**config.mk**
```make
export PLATFORM = sky130hd
export DESIGN_NAME = imem_fetch_unit
export DESIGN_NICKNAME = d
export VERILOG_FILES = /design/src/rtl/imem_pkg.sv /design/src/rtl/imem_boot_rom.sv /design/src/rtl/imem_fetch_unit.sv
export SDC_FILE = /design/constraint.sdc
export NUM_CORES = 1
export LEC_CHECK = 0
export ABC_AREA = 1
export ABC_CLOCK_PERIOD_IN_PS = 6200
export BUFFER_PORTS_ARGS = -buffer_cell sky130_fd_sc_hd__buf_2
export CORE_MARGIN = 2
export CORE_UTILIZATION = 55
export CTS_CLUSTER_DIAMETER = 100
export CTS_CLUSTER_SIZE = 20
export DETAILED_ROUTE_END_ITERATION = 10
export PLACE_DENSITY = 0.73
export SLEW_MARGIN = 20
export SYNTH_ARGS = -nofsm -noshare
export SYNTH_HDL_FRONTEND = slang
export SYNTH_SLANG_ARGS = --single-unit
```
**constraint.sdc**
```tcl
create_clock -name Clock -period 6.2 [get_ports Clock]
set_clock_uncertainty 0.15 [all_clocks]
set_input_delay 0.62 -clock Clock [delete_from_list [all_inputs] [get_ports Clock]]
set_output_delay 0.62 -clock Clock [all_outputs]
set_load 0.05 [all_outputs]
```
**src/rtl/imem_pkg.sv**
```systemverilog
// -----------------------------------------------------------------------------
// imem_pkg
// Shared definitions for the instruction memory / fetch unit:
//   - opcode constants (OP_NOP, OP_ADD, OP_SUB)
//   - register identifiers R0..R7
//   - FSM state enum {INIT, RUN}
//   - enc_instr(): packs {op,rd,rs,rt} MSB-aligned into a word of data_w bits,
//     with the unused LSBs left at zero. The result is returned 64 bits wide;
//     callers size-cast it to their own DATA_W.
// -----------------------------------------------------------------------------
package imem_pkg;

    localparam int OP_NOP = 32'sd0;
    localparam int OP_ADD = 32'sd1;
    localparam int OP_SUB = 32'sd2;

    localparam int R0 = 32'sd0;
    localparam int R1 = 32'sd1;
    localparam int R2 = 32'sd2;
    localparam int R3 = 32'sd3;
    localparam int R4 = 32'sd4;
    localparam int R5 = 32'sd5;
    localparam int R6 = 32'sd6;
    localparam int R7 = 32'sd7;

    typedef enum logic {
        INIT = 1'b0,
        RUN  = 1'b1
    } state_e;

    // Fields are concatenated op|rd|rs|rt, then shifted up so op sits at the MSB.
    function automatic logic [63:0] enc_instr(input int op, input int rd,
                                              input int rs, input int rt,
                                              input int data_w, input int op_w,
                                              input int reg_w);
        logic [63:0] w;
        w = 64'(op);
        w = (w << reg_w) | 64'(rd);
        w = (w << reg_w) | 64'(rs);
        w = (w << reg_w) | 64'(rt);
        return w << (data_w - op_w - 3 * reg_w);
    endfunction

endpackage

```
**src/rtl/imem_boot_rom.sv**
```systemverilog
// -----------------------------------------------------------------------------
// imem_boot_rom
// Combinational boot program lookup used while the memory is initialised.
//   word 0      : ADD R0,R1,R2
//   word 1      : SUB R0,R1,R2
//   words 2..5  : ADD R0,R1,R2
//   word 6      : SUB R0,R1,R2
//   words 7..   : NOP (all zeros)
// Ports
//   addr_i      in   ADDR_W   word address being initialised
//   boot_word_o out  DATA_W   boot program word for addr_i
// -----------------------------------------------------------------------------
module imem_boot_rom
    import imem_pkg::*;
#(
    parameter int DATA_W = 16,
    parameter int ADDR_W = 4,
    parameter int OP_W   = 3,
    parameter int REG_W  = 3
) (
    input  logic [ADDR_W-1:0] addr_i,
    output logic [DATA_W-1:0] boot_word_o
);

    // Address to boot word; anything past the program body is a NOP.
    always_comb begin
        boot_word_o = '0;
        case (32'(addr_i))
            32'd0, 32'd2, 32'd3, 32'd4, 32'd5:
                boot_word_o = DATA_W'(enc_instr(OP_ADD, R0, R1, R2, DATA_W, OP_W, REG_W));
            32'd1, 32'd6:
                boot_word_o = DATA_W'(enc_instr(OP_SUB, R0, R1, R2, DATA_W, OP_W, REG_W));
            default:
                boot_word_o = DATA_W'(enc_instr(OP_NOP, R0, R0, R0, DATA_W, OP_W, REG_W));
        endcase
    end

endmodule

```
**src/rtl/imem_fetch_unit.sv**
```systemverilog
// -----------------------------------------------------------------------------
// imem_fetch_unit
// Synchronous instruction memory with a handshaked fetch port and a
// program-load write port. After Reset the memory is filled from the boot ROM,
// one word per cycle (busy=1); then fetches and writes are served.
// Optional build macro: IMEM_FWD_EN -- when defined, a fetch that collides
// with a same-cycle write to the same address returns the write data;
// otherwise it returns the old memory contents (the write still lands).
// Ports
//   Clock        in   1       rising-edge clock
//   Reset        in   1       synchronous, active-high
//   fetch_req    in   1       fetch request
//   fetch_addr   in   ADDR_W  fetch address
//   fetch_stall  in   1       consumer not ready, hold the output
//   fetch_valid  out  1       fetch_data holds a valid instruction
//   fetch_data   out  DATA_W  fetched instruction
//   wr_en        in   1       write strobe
//   wr_addr      in   ADDR_W  write address
//   wr_data      in   DATA_W  write data
//   busy         out  1       boot/init sequence in progress
//   wr_err       out  1       one-cycle pulse: write rejected during INIT
// -----------------------------------------------------------------------------
module imem_fetch_unit
    import imem_pkg::*;
#(
    parameter int DATA_W = 16,
    parameter int ADDR_W = 4,
    parameter int OP_W   = 3,
    parameter int REG_W  = 3
) (
    input  logic              Clock,
    input  logic              Reset,
    input  logic              fetch_req,
    input  logic [ADDR_W-1:0] fetch_addr,
    input  logic              fetch_stall,
    output logic              fetch_valid,
    output logic [DATA_W-1:0] fetch_data,
    input  logic              wr_en,
    input  logic [ADDR_W-1:0] wr_addr,
    input  logic [DATA_W-1:0] wr_data,
    output logic              busy,
    output logic              wr_err
);

    localparam int DEPTH = 2 ** ADDR_W;

    state_e            state_q;
    logic [ADDR_W-1:0] init_ptr_q;
    logic              busy_q;
    logic              fetch_valid_q;
    logic [DATA_W-1:0] fetch_data_q;
    logic              wr_err_q;
    logic [DATA_W-1:0] mem_q [DEPTH];

    logic [DATA_W-1:0] boot_word_s;
    logic [DATA_W-1:0] rd_data_d;
    logic              accept_s;

    imem_boot_rom #(
        .DATA_W (DATA_W),
        .ADDR_W (ADDR_W),
        .OP_W   (OP_W),
        .REG_W  (REG_W)
    ) u_boot_rom (
        .addr_i      (init_ptr_q),
        .boot_word_o (boot_word_s)
    );

    // A held (valid and stalled) output blocks new requests; nothing is queued.
    assign accept_s = (state_q == RUN) && fetch_req && !(fetch_valid_q && fetch_stall);

`ifdef IMEM_FWD_EN
    logic collide_s;
    assign collide_s = (state_q == RUN) && wr_en && (wr_addr == fetch_addr);

    // Read data with same-address write forwarding.
    always_comb begin
        rd_data_d = mem_q[fetch_addr];
        if (collide_s) begin
            rd_data_d = wr_data;
        end else begin
            rd_data_d = mem_q[fetch_addr];
        end
    end
`else
    // Read data straight from the array: a same-cycle write is not yet visible.
    always_comb begin
        rd_data_d = mem_q[fetch_addr];
    end
`endif

    // Memory array: boot fill during INIT, external writes during RUN.
    always_ff @(posedge Clock) begin
        if (!Reset) begin
            if (state_q == INIT) begin
                mem_q[init_ptr_q] <= boot_word_s;
            end else if (wr_en) begin
                mem_q[wr_addr] <= wr_data;
            end
        end
    end

    // Control FSM with registered busy, fetch output and write-error pulse.
    always_ff @(posedge Clock) begin
        if (Reset) begin
            state_q       <= INIT;
            init_ptr_q    <= '0;
            busy_q        <= 1'b1;
            fetch_valid_q <= 1'b0;
            fetch_data_q  <= '0;
            wr_err_q      <= 1'b0;
        end else begin
            case (state_q)
                INIT: begin
                    fetch_valid_q <= 1'b0;
                    wr_err_q      <= wr_en;
                    init_ptr_q    <= init_ptr_q + ADDR_W'(1);
                    // All-ones pointer means the last word is being written now.
                    if (&init_ptr_q) begin
                        state_q <= RUN;
                        busy_q  <= 1'b0;
                    end
                end
                RUN: begin
                    wr_err_q <= 1'b0;
                    busy_q   <= 1'b0;
                    if (accept_s) begin
                        fetch_valid_q <= 1'b1;
                        fetch_data_q  <= rd_data_d;
                    end else if (fetch_valid_q && fetch_stall) begin
                        fetch_valid_q <= 1'b1;
                    end else begin
                        fetch_valid_q <= 1'b0;
                    end
                end
                default: begin
                    state_q       <= INIT;
                    init_ptr_q    <= '0;
                    busy_q        <= 1'b1;
                    fetch_valid_q <= 1'b0;
                    wr_err_q      <= 1'b0;
                end
            endcase
        end
    end

    assign fetch_valid = fetch_valid_q;
    assign fetch_data  = fetch_data_q;
    assign busy        = busy_q;
    assign wr_err      = wr_err_q;

endmodule

```
==> impl_metrics.tcl, run 1 <==
set metrics [dict create \
    worst_slack_ns 3.061 \
    io_pins 48 \
    synthesis.nets 1239 \
    synth.avg_cell_area_sq_um 10.02 \
    power_uw 3437 \
    ir_worst_vdd_mv 0.2647 \
    critPathLaunch "fetch_addr[0]" \
    synthTopCellsByCount "nand2_1 (417), edfxtp_1 (256), nand3_1 (182), inv_1 (173), nor2_1 (65)" \
    tightest_slew_ns 1.059 \
    synth_cell_types 23 \
    cap_violations 0 \
    fp.dieH_um 152.2 \
    grt_pass1_wl_mm 45.04 \
    yosysMostFrequentCell "nand2_1" \
    cpLargestDelayFamily "buffers and inverters" \
    max_stage_delay_ns 0.70 \
    die-area_sq_um 23170 \
    syn-instance-count 1206 \
    min-delay-start "wr_en" \
    combPwrFrac 0.073 \
    path_buf_inv 4 \
    placementRows 54 \
    area_growth_pct 7.312 \
    start_util 0.5570 \
    ys_seq_area_frac 0.6761 \
    setup_violations 0 \
    pre_cts_ws_ns 2.585 \
    regArea_sq_um 8168 \
    rr_startpoint "state_q" \
    gr-max-usage-layer "met2" \
    antenna_found_initial 1 \
    yosys.area.top_type "edfxtp_1" \
    switching_share 0.2255 \
    cts_buffers 17 \
    grtUsageMet2 0.3943 \
    routed_wl_mm 29.80 \
    cpMostUsedCell "nand2_1" \
    synth-seq-cells 280 \
    p_clk_frac 0.320 \
    clk_pin_slew_ns 0.08 \
    synth-edff-count 256 \
    io_buffers 47 \
    post_cts_buffers 0 \
    grt_setup_unrepaired "no" \
    crit_fanout 84 \
    yosys_warnings 0 \
    fin_hold_ws_ns 0.2135 \
    status "complete, no violations" \
    ant_nets 0 \
    setup_tns_ns 0 \
    cpMaxStageDelayCell "clkinv_2" \
    drive_above_1_share 0.08657 \
    synth-async-reset-ratio 0 \
    power.net_switching_uw 775.2 \
    synthTopCellsByArea "edfxtp_1 (64%), nand2_1 (13%), nand3_1 (7.5%), inv_1 (5.4%), dfxtp_1 (4.0%)" \
    fmax_ghz 0.3186 \
    wl_per_cell_um 19.66 \
    via_per_inst 5.491 \
    vias 8324 \
    slew_viol_final 0 \
    placement.cell_area_sq_um 12490 \
    dr.pass1.iters 5 \
    yosys_most_used_dff "edfxtp_1" \
    drtIter0Drc 927 \
    cts_sinks 280 \
    clock_path_buffers 3 \
    postLayoutCellArea_sq_um 12960 \
    cts_tree "done" \
    gp_congestion 0.9463 \
    met3_usage 0.06030 \
    insertion_delay_ns 0.50 \
    internal_power_uw 2662 \
    seqPwrFrac 0.607 \
    startpoint_type "primary input" \
    nFillCells 1758 \
    grt_max_degree 85 \
    diodes 0 \
    grt_pass1_vias 7724 \
    worstPathRequired_ns 6.44 \
    h-tree-depth 1 \
    hold_buffers 0 \
    grt_overflow 0 \
    p_per_area_nw_per_um2 265.2 \
    clock-root-buffer "clkbuf_16" \
    track_usage 0.2560 \
    hold_viol_final 0 \
    period_needed_ns 3.139 \
    multi_input_area_sq_um 2982 \
    p_leak_uw 0.005561 \
    endpoint_kind "flop" \
    num-nets-final 1259 \
    route.detailed.drc 0 \
    path_cells "buf_4 -> clkinv_2 -> buf_4 -> nand2_1 -> nand2_1 -> nand2_1 -> nand3_1 -> nand3_1 -> nand3_1 -> nand2_1 -> inv_1" \
    path_class "primary input to flop" \
    cts_resized 0 \
    syn-cell-area_sq_um 12080 \
    die_w_um 152.2 \
    globalRouteMet1Util 0.3617 \
    hold_path_class "primary input to flop" \
    slew_headroom 0.2935 \
    cp_data_arrival_time_ns 3.38 \
    dp_hpwl_mm 18.54 \
    core_area_sq_um 21690 \
    synth_top_area_frac 0.6364 \
    min_period_over_period 0.5063 \
]
-- state kept, by name, summed over array words and instances, names as in the netlist --
name,flops
wr_err,1
state_q,1
fetch_data,16
busy,1
fetch_valid,1
init_ptr_q,4
mem_q,256
-- final timing paths --
path,to,slack [ns],depth (start not counted)
setup / recovery,fetch_data[3],3.06,11
hold / removal,wr_err,0.21,3
setup reg to reg,mem_q[6][13],3.29,4
hold reg to reg,busy,0.30,2
-- logic make-up (layout without fill, tap and decap cells) --
kind of cell    Yosys count  after routing  synth area share
simple gates            669            669            0.2284
flops                   280            280            0.6761
buf+inv                 235            265           0.08182
compound gates           16             16          0.007664
fa+ha+maj                 4              4          0.004143
mux                       2              2          0.001864
-- per-stage QoR --
stage / util / cells
after floorplan: - / 1206
after detailed placement: 0.5760 / 1487
after CTS: 0.5977 / 1516
after global routing: 0.5977 / 1516
after global placement: 0.5760 / 1487
final: 0.5977 / 1516
-- power groups by stage --
stage	Combinational [uW]	Sequential (uW)	Clock, uW
final	252	2090	1100
after global routing	276	2090	1170
after CTS	250	2090	1100
after detailed placement	249	2130	0
after global placement	246	2130	0
after floorplan	156	2130	0
-- tightest hold or removal path, cell delays in order --
cell and delay [ns]:
buf_2 0.12, inv_1 0.05, nor2_1 0.04
-- layout make-up --
class	count	share of cell area
multi-input combinational	691	0.2300
sequential	280	0.6301
tap	280	0.02702
inverter	177	0.05135
clock buffer	29	0.03629
timing repair buffer	59	0.02529
-- cells in the final DEF (no fill, tap or decap) --
cell,netlist,final
o21ai_1,3,3
nand3_4,1,1
nand3_1,182,182
o21ai_2,1,1
ha_1,4,4
clkinv_1,0,1
a22o_1,1,1
buf_2,25,46
dfxtp_1,24,24
nand2_1,417,417
clkinv_2,0,1
nor3_1,3,3
clkbuf_1,7,12
clkbuf_16,0,17
nor4_1,1,1
edfxtp_1,256,256
buf_4,16,13
inv_1,173,172
inv_2,4,3
nor2_1,65,42
o31ai_1,2,2
nor2_2,0,23
mux2_2,2,2
o21ai_0,5,5
a21oi_1,4,4
-- per-layer routing --
layer / up-vias / routed length (um)
li1: 3918 / -
met1: 3946 / 12100
met2: 400 / 13410
met3: 58 / 3140
met4: 2 / 1133
met5: - / 13
Note: power is estimated with default switching activity, not from simulation.
==> run 2, diff against run 1 <==
- ABC_CLOCK_PERIOD_IN_PS: 6200 -> 3300
- clock period: 6.2 -> 3.3 ns (I/O delays scaled with it)
==> run 2 against run 1 <==
Compared with the run above:
- non-clock buffer count rose by 37
- design area rose by 2.4%
- hold slack got worse by 0.14 ns
- sequential share of layout area fell by 1.5 points
- critical path depth fell by 4
- first-iteration DRC count fell by 0.32%
- via count rose by 0.71%
- routed wire length fell by 5.7%
- total power rose by 88%
==> impl_metrics.tcl, run 2 (synthesis results as in run 1) <==
set metrics [dict create \
    status "complete, no violations" \
    tightest_slew_ns 0.8403 \
    endpoint_kind "flop" \
    via_per_inst 5.398 \
    die_w_um 152.2 \
    gp_congestion 0.8750 \
    min_period_over_period 0.8106 \
    setup_tns_ns 0 \
    p_per_area_nw_per_um2 486.7 \
    grt_pass1_wl_mm 43.97 \
    final_cell_mix "nand2_1 (417), edfxtp_1 (256), nand3_1 (182)" \
    r2r_cells 4 \
    dr.pass1.iters 5 \
    vias 8383 \
    area_growth_pct 9.860 \
    fin_cells 1553 \
    slew_headroom 0.4392 \
    die-area_sq_um 23170 \
    p_clk_frac 0.321 \
    wl_per_cell_um 18.10 \
    cts_sinks 280 \
    grt_pass1_vias 7938 \
    combPwrFrac 0.072 \
    r2r-end "mem_q[5][15]" \
    clock_path_buffers 3 \
    drtIter0Drc 924 \
    io_pins 48 \
    min-delay-start "wr_data[2]" \
    largest_register_ffs 256 \
    ir_worst_vdd_mv 0.4443 \
    cap_violations 0 \
    utilization 0.6119 \
    path_class "primary input to flop" \
    internal_power_uw 5016 \
    hold_viol_final 0 \
    startpoint_type "primary input" \
    num-nets-final 1296 \
    grt_overflow 0 \
    min_to "mem_q[2][2]" \
    setup_violations 0 \
    grt_setup_unrepaired "no" \
    antenna_found_initial 0 \
    dp.cells 1520 \
    cp_data_arrival_time_ns 2.65 \
    ant_nets 0 \
    rr_startpoint "state_q" \
    regMostFlops "mem_q" \
    period_needed_ns 2.675 \
    fin_hold_ws_ns 0.07766 \
    drive_above_1_share 0.1045 \
    cts_tree "done" \
    worstPathRequired_ns 3.27 \
    layout_commonest_cell "nand2_1" \
    fp.dieH_um 152.2 \
    slew_viol_final 0 \
    max_stage_delay_ns 0.70 \
    p_leak_uw 0.005777 \
    nFillCells 1753 \
    h-tree-depth 1 \
    crit_fanout 26 \
    seqPwrFrac 0.607 \
    track_usage 0.2454 \
    hold_depth 3 \
    fmax_ghz 0.3739 \
    diodes 0 \
    hold_path_class "primary input to flop" \
    cpMaxStageDelayCell "nor2_2" \
    start_util 0.5570 \
    route.detailed.drc 0 \
    clock-root-buffer "clkbuf_16" \
    grt_max_degree 129 \
    io_buffers 47 \
    clk_pin_slew_ns 0.08 \
    cts_buffers 17 \
    switching_share 0.2234 \
    core_area_sq_um 21690 \
    insertion_delay_ns 0.50 \
    path_cells "dlygate4sd3_1 -> buf_2 -> inv_2 -> nand3_4 -> o21ai_1 -> nand3_1 -> nor2_2" \
    placementRows 54 \
    r2r_slack_ns 0.73 \
    power.net_switching_uw 1443 \
    routed_wl_mm 28.11 \
    dp_hpwl_mm 17.15 \
]
run 2: changes by cell type in the layout (fill, tap and decap cells not counted):
cell	previous run	this run
nor2_1	42	49
dlygate4sd3_1	0	4
clkinv_1	1	0
buf_4	13	43
buf_12	0	3
nor2_2	23	16
inv_1	172	173
run 2: repair_timing:
| action | CTS | global route |
|---|---|---|
| setup buffers | 0 | 0 |
| gates resized for setup | 0 | 0 |
| endpoints found under the hold margin | 4 | 0 |
| hold buffers | 4 | 0 |
run 2: power by group through the flow:
stage / clock network (uW) / registers [uW] / logic, uW
after floorplan: 0 / 4000 / 293
after global placement: 0 / 4000 / 449
after detailed placement: 0 / 4000 / 458
after CTS: 2090 / 3920 / 463
after global routing: 2220 / 3920 / 515
final: 2080 / 3920 / 464
run 2: worst max path at each step:
stage	startpoint	cells after the start	endpoint	slack [ns]
final	Reset	7	mem_q[5][15]	0.63
after global routing	Reset	7	mem_q[5][15]	0.47
after CTS	Reset	7	mem_q[5][15]	0.71
after detailed placement	Reset	6	mem_q[5][15]	0.74
after global placement	Reset	6	mem_q[5][11]	0.83
after floorplan	state_q	7	mem_q[2][0]	1.08
run 2: layout make-up:
cell class / instances / area, sq um / share of cell area
multi-input combinational: 691 / 2964 / 0.2233
inverter: 177 / 665.6 / 0.05016
sequential: 280 / 8168 / 0.6154
tap: 280 / 350.3 / 0.02640
clock buffer: 29 / 470.5 / 0.03545
timing repair buffer: 96 / 653.1 / 0.04921
run 2: worst max-delay path: cells and delay by family:
family | cells | cell delay (ns)
buffers and inverters | 3 | 0.79
AOI/OAI and AO/OA | 1 | 0.31
and+or+nand+nor | 3 | 1.19
run 2: routing by layer:
layer	up-vias	track usage	routed length (um)
met5	-	0	0
met4	0	0.1019	1196
met3	63	0.03015	2164
met2	358	0.3977	13260
met1	3971	0.3413	11490
li1	3991	-	-
run 2: metrics by stage:
step           setup slack, ns  instance area, sq um  total power, uW
2_1_floorplan            1.078                 12080             4295
3_3_place_gp            0.8264                 12760             4448
3_5_place_dp            0.7437                 12760             4458
4_1_cts                 0.7098                 13270             6470
5_1_grt                 0.4663                 13270             6660
6_report                0.6252                 13270             6459
